### src/rtl/mem_arbiter.sv
// mem_arbiter: shares one single-port, fixed-latency memory between the
// instruction-fetch (if) and data-memory (dm) requesters. One access at a
// time: IDLE -> ACCESS -> WAIT (MEM_LAT cycles) -> DONE -> IDLE.
// Build option: define MEM_ARB_RR_EN for round-robin arbitration; otherwise
// DM has fixed priority over IF.
module mem_arbiter #(
    parameter int ADDR_W  = 32,
    parameter int DATA_W  = 32,
    parameter int MEM_LAT = 2
) (
    input  logic              clk,
    input  logic              rst,
    input  logic              if_req,
    input  logic [ADDR_W-1:0] if_addr,
    output logic              if_done,
    output logic [DATA_W-1:0] if_rdata,
    input  logic              dm_req,
    input  logic              dm_we,
    input  logic [ADDR_W-1:0] dm_addr,
    input  logic [DATA_W-1:0] dm_wdata,
    output logic              dm_done,
    output logic [DATA_W-1:0] dm_rdata,
    output logic              mem_en,
    output logic              mem_we,
    output logic [ADDR_W-1:0] mem_addr,
    output logic [DATA_W-1:0] mem_wdata,
    input  logic [DATA_W-1:0] mem_rdata,
    output logic              stall_if,
    output logic              stall_dm,
    output logic              busy
);

    typedef enum logic [1:0] {S_IDLE, S_ACCESS, S_WAIT, S_DONE} state_t;

    localparam logic [3:0] LAT4 = 4'(MEM_LAT);

    state_t            state_q;
    logic              owner_dm_q;   // 1 = current access belongs to DM
    logic              we_q;         // latched write flag of current access
    logic [3:0]        cnt_q;
    logic              mem_en_q, mem_we_q;
    logic [ADDR_W-1:0] mem_addr_q;
    logic [DATA_W-1:0] mem_wdata_q;
    logic              if_done_q, dm_done_q;
    logic [DATA_W-1:0] if_rdata_q, dm_rdata_q;
    logic              win_dm;       // arbitration result for this IDLE cycle

`ifdef MEM_ARB_RR_EN
    logic ptr_q;                     // last granted port, 1 = DM

    // On a conflict the port that was not granted last time wins
    assign win_dm = dm_req & (~if_req | ~ptr_q);

    // Remember the last granted port; updated on every grant
    always_ff @(posedge clk or posedge rst) begin
        if (rst)
            ptr_q <= 1'b0;
        else if (state_q == S_IDLE && (if_req | dm_req))
            ptr_q <= win_dm;
    end
`else
    // Fixed priority: DM always beats IF
    assign win_dm = dm_req;
`endif

    // Sequencing FSM with registered memory strobes, done pulses and read data
    always_ff @(posedge clk or posedge rst) begin
        if (rst) begin
            state_q     <= S_IDLE;
            owner_dm_q  <= 1'b0;
            we_q        <= 1'b0;
            cnt_q       <= '0;
            mem_en_q    <= 1'b0;
            mem_we_q    <= 1'b0;
            mem_addr_q  <= '0;
            mem_wdata_q <= '0;
            if_done_q   <= 1'b0;
            dm_done_q   <= 1'b0;
            if_rdata_q  <= '0;
            dm_rdata_q  <= '0;
        end else begin
            if_done_q <= 1'b0;
            dm_done_q <= 1'b0;
            case (state_q)
                S_IDLE: begin
                    if (if_req | dm_req) begin
                        // Latch the winner so the memory port is driven in ACCESS
                        owner_dm_q <= win_dm;
                        we_q       <= win_dm & dm_we;
                        mem_en_q   <= 1'b1;
                        mem_we_q   <= win_dm & dm_we;
                        mem_addr_q <= win_dm ? dm_addr : if_addr;
                        if (win_dm)
                            mem_wdata_q <= dm_wdata;
                        state_q    <= S_ACCESS;
                    end
                end
                S_ACCESS: begin
                    mem_en_q <= 1'b0;
                    mem_we_q <= 1'b0;
                    cnt_q    <= LAT4;
                    state_q  <= S_WAIT;
                end
                S_WAIT: begin
                    cnt_q <= cnt_q - 4'd1;
                    if (cnt_q == 4'd1) begin
                        // Memory data is valid in this last WAIT cycle
                        if (!we_q) begin
                            if (owner_dm_q)
                                dm_rdata_q <= mem_rdata;
                            else
                                if_rdata_q <= mem_rdata;
                        end
                        if_done_q <= ~owner_dm_q;
                        dm_done_q <= owner_dm_q;
                        state_q   <= S_DONE;
                    end
                end
                S_DONE: begin
                    state_q <= S_IDLE;
                end
                default: state_q <= S_IDLE;
            endcase
        end
    end

    assign mem_en    = mem_en_q;
    assign mem_we    = mem_we_q;
    assign mem_addr  = mem_addr_q;
    assign mem_wdata = mem_wdata_q;
    assign if_done   = if_done_q;
    assign dm_done   = dm_done_q;
    assign if_rdata  = if_rdata_q;
    assign dm_rdata  = dm_rdata_q;
    assign busy      = (state_q != S_IDLE);
    assign stall_if  = if_req & ~if_done_q;
    assign stall_dm  = dm_req & ~dm_done_q;

endmodule

### config.mk
export PLATFORM = sky130hd
export DESIGN_NAME = mem_arbiter
export DESIGN_NICKNAME = d
export VERILOG_FILES = /design/src/rtl/mem_arbiter.sv
export SDC_FILE = /design/constraint.sdc
export NUM_CORES = 1
export LEC_CHECK = 0
export ABC_AREA = 0
export BUFFER_PORTS_ARGS = -buffer_cell sky130_fd_sc_hd__buf_2
export CORE_MARGIN = 4
export CORE_UTILIZATION = 41
export DETAILED_ROUTE_END_ITERATION = 7
export PLACE_DENSITY = 0.75
export REMOVE_ABC_BUFFERS = 1
export SETUP_SLACK_MARGIN = 0.5
export SLEW_MARGIN = 20
export SYNTH_ARGS = -nofsm -noshare
export SYNTH_HDL_FRONTEND = slang
export SYNTH_SLANG_ARGS = --single-unit
### constraint.sdc
create_clock -name clk -period 5.81 [get_ports clk]
set_input_delay 1.162 -clock clk [delete_from_list [all_inputs] [get_ports clk]]
set_output_delay 1.162 -clock clk [all_outputs]
set_load 0.02 [all_outputs]
==> results.toml <==
[setup_path]
cp-startpoint = "dm_req"
crit_type = "input pin to output port"
arrival_ns = 2.35
worstPathMaxFanout = 38
reg2reg_from = "state_q[0]$_DFFE_PP0P_"
startpoint_type = "input pin"
cp-end-kind = "output port"
cp.required_ns = 4.65

[placed_design]
hpwl_microns = 10200
globalplace.congestion = 0.799
io_buffers = 267
dpl.cell_count = 831

[power_and_ir_drop]
p_seq_share_pct = 35.7
power_frac_clock_pct = 24.0
swShare_pct = 37.5
p_sw_mw = 1.78
combPwrFrac_pct = 40.3
ir_drop_v = 0.000323
p_leak_nw = 4.12
p_total_mw = 4.77
power.density_nw_per_um2 = 604
cellInternalPower_mw = 2.98

[clock_tree]
cts_tree = "done"
htree_levels = 4
post-cts-setup-buffer-count = 0
clock_sinks = 140
holdBufCountCts = 0
clock_latency_ns = 0.41
clkTransAtPathRegs_ns = 0.05
clockBufferDepth = 2
cts_buffers = 17
cts-resized-gates = 0
root_buffer = "clkbuf_16"

[detailed_routing]
routed_wl_microns = 13800
drt_iter0_markers = 182
avgRoutedWirePerCell_microns = 16.0
num_vias = 4105
vias_per_cell = 4.76
first_pass_iters = 4
ant_nets = 0
drc_errors = 0

[outcome]
outcome = "complete, no violations"

[worst_hold_path]
holdCritPathClass = "flop to flop"
min_from = "mem_addr[8]$_DFFE_PP0P_"

[synthesis]
syn_area_sq_um = 5780
yosys_warnings = 0
avgSynthCellArea_sq_um = 14.4
synth_cell_types = 29
synth_seq_cells = 140
ys_seq_area_share_pct = 60.6
yosys-top-cells-area = "dfrtp_1, mux2_2, mux2_4, mux2i_1, o21ai_0"
synth_top_area_share_pct = 60.6
synth_top_cell_by_area = "dfrtp_1"
synth_cells = 402

[timing]
maxSlewHeadroom_pct = 29.6
finalHoldViolations = 0
fmax_ghz = 0.284
slew_viol_final = 0
setup_viol = 0
tns_ns = 0
rsz0062_at_grt = "no"
post-route-min-period_ns = 3.52
finalCritPeriodShare_pct = 60.5
fin_skew_ns = 0.00355
worst_pin_slew_ns = 1.06

[global_routing]
grt_pass1_wl_microns = 22100
grt_pass1_vias = 4459
grt_overflow = 0
grt_usage_pct = 17.3
antenna_found_initial = 1
grt_max_degree = 99

[final_layout]
antenna_cells = 0
drive_gt1_share_pct = 59.2
nFillCells = 1152
area_delta_synth_final_pct = 36.5
mostFrequentLayoutCell = "buf_2"
layout_common_cells = "buf_2, dfrtp_1, mux2_2"
final_cells = 863
nets = 808

[die]
start_util_pct = 41.8
fp.dieW_microns = 127
die_h_microns = 127
design.die.area_sq_um = 16100
io-pin-count = 268
core-area_sq_um = 13800
rows = 43

[flow_run]
cap_viol_max_count = 0
[Yosys cell counts, drive strengths merged]
cell type,instances
or3b,1
and4bb,1
a32oi,1
nor2b,3
o22a,1
nand3,3
nand3b,1
o21ai,36
ha,5
a31oi,1
buf,15
nand2,37
and2,1
nor2,3
nand4bb,1
o2bb2ai,1
o311ai,1
dfrtp,140
clkbuf,7
inv,8
mux2i,35
or3,2
mux2,96
a22oi,1
a32o,1
[power groups by stage]
stage	clock, mW	sequential, mW	combinational [mW]
CTS	1.17	1.71	1.95
floorplan	0	2.25	0.677
finish	1.14	1.70	1.92
global placement	0	1.68	1.87
global route	1.21	1.77	2.06
detailed placement	0	1.71	1.94
[cells by family after synthesis]
family | count (synthesis) | synth area share, %
adder cells (fa/ha/maj) | 5 | 1.08
multiplexers | 131 | 26.7
buffers and inverters | 30 | 3.21
flip-flops | 140 | 60.6
AO/OA/AOI/OAI | 43 | 4.14
AND/OR/NAND/NOR | 53 | 4.20
[worst max-delay path, stage by stage]
cell	delay, ns
buf_2	0.78
nor2b_1	0.22
buf_2	0.17
[per-stage QoR]
step / hold WS [ns] / worst slack (ns) / cell area [sq um] / utilization (%)
6_report: 0.469 / 2.29 / 7890 / 57.0
2_1_floorplan: 0.451 / 0.895 / 5620 / -
3_3_place_gp: 0.460 / 2.34 / 7220 / 52.2
3_5_place_dp: 0.465 / 2.30 / 7250 / 52.4
4_1_cts: 0.479 / 2.29 / 7880 / 57.0
5_1_grt: 0.504 / 2.22 / 7890 / 57.0
[flip-flops by register name, summed over array words and instances (netlist names)]
register    count
we_q            1
owner_dm_q      1
if_done         1
mem_wdata      32
if_rdata       32
cnt_q           4
mem_we          1
dm_done         1
dm_rdata       32
mem_addr       32
state_q         2
mem_en          1
[path summary, 6_finish.rpt]
path / to / slack, ns / depth (start not counted)
worst max-delay path: stall_dm / 2.29 / 3
worst min register to register: mem_addr[8]$_DFFE_PP0P_ / 0.47 / 2
worst min-delay path: mem_addr[8]$_DFFE_PP0P_ / 0.47 / 2
worst max register to register: if_rdata[19]$_DFFE_PP0P_ / 3.63 / 5
min in group asynchronous: mem_wdata[11]$_DFFE_PP0P_ / 0.94 / 2
max in group asynchronous: dm_rdata[5]$_DFFE_PP0P_ / 3.79 / 3
[metal layers]
metal	GRT usage (%)	vias up	wire, microns	share of wire, %
met5	0	-	13	0.094
met4	5.55	2	199	1.4
met3	6.15	23	1020	7.3
met2	31.0	154	7380	53
met1	19.1	1975	5220	38
li1	-	1951	-	-
[layout make-up]
class                           instances  area (sq um)  area share (%)
Clock inverter                         14           194            2.46
Sequential cell                       140          3500            44.4
Tap cell                              180           225            2.86
Multi-Input combinational cell        232          2100            26.7
Clock buffer                           18           439            5.57
Timing Repair Buffer                  271          1390            17.6
Inverter                                8          35.0           0.444
No activity file was read; power rests on OpenSTA's default activity.
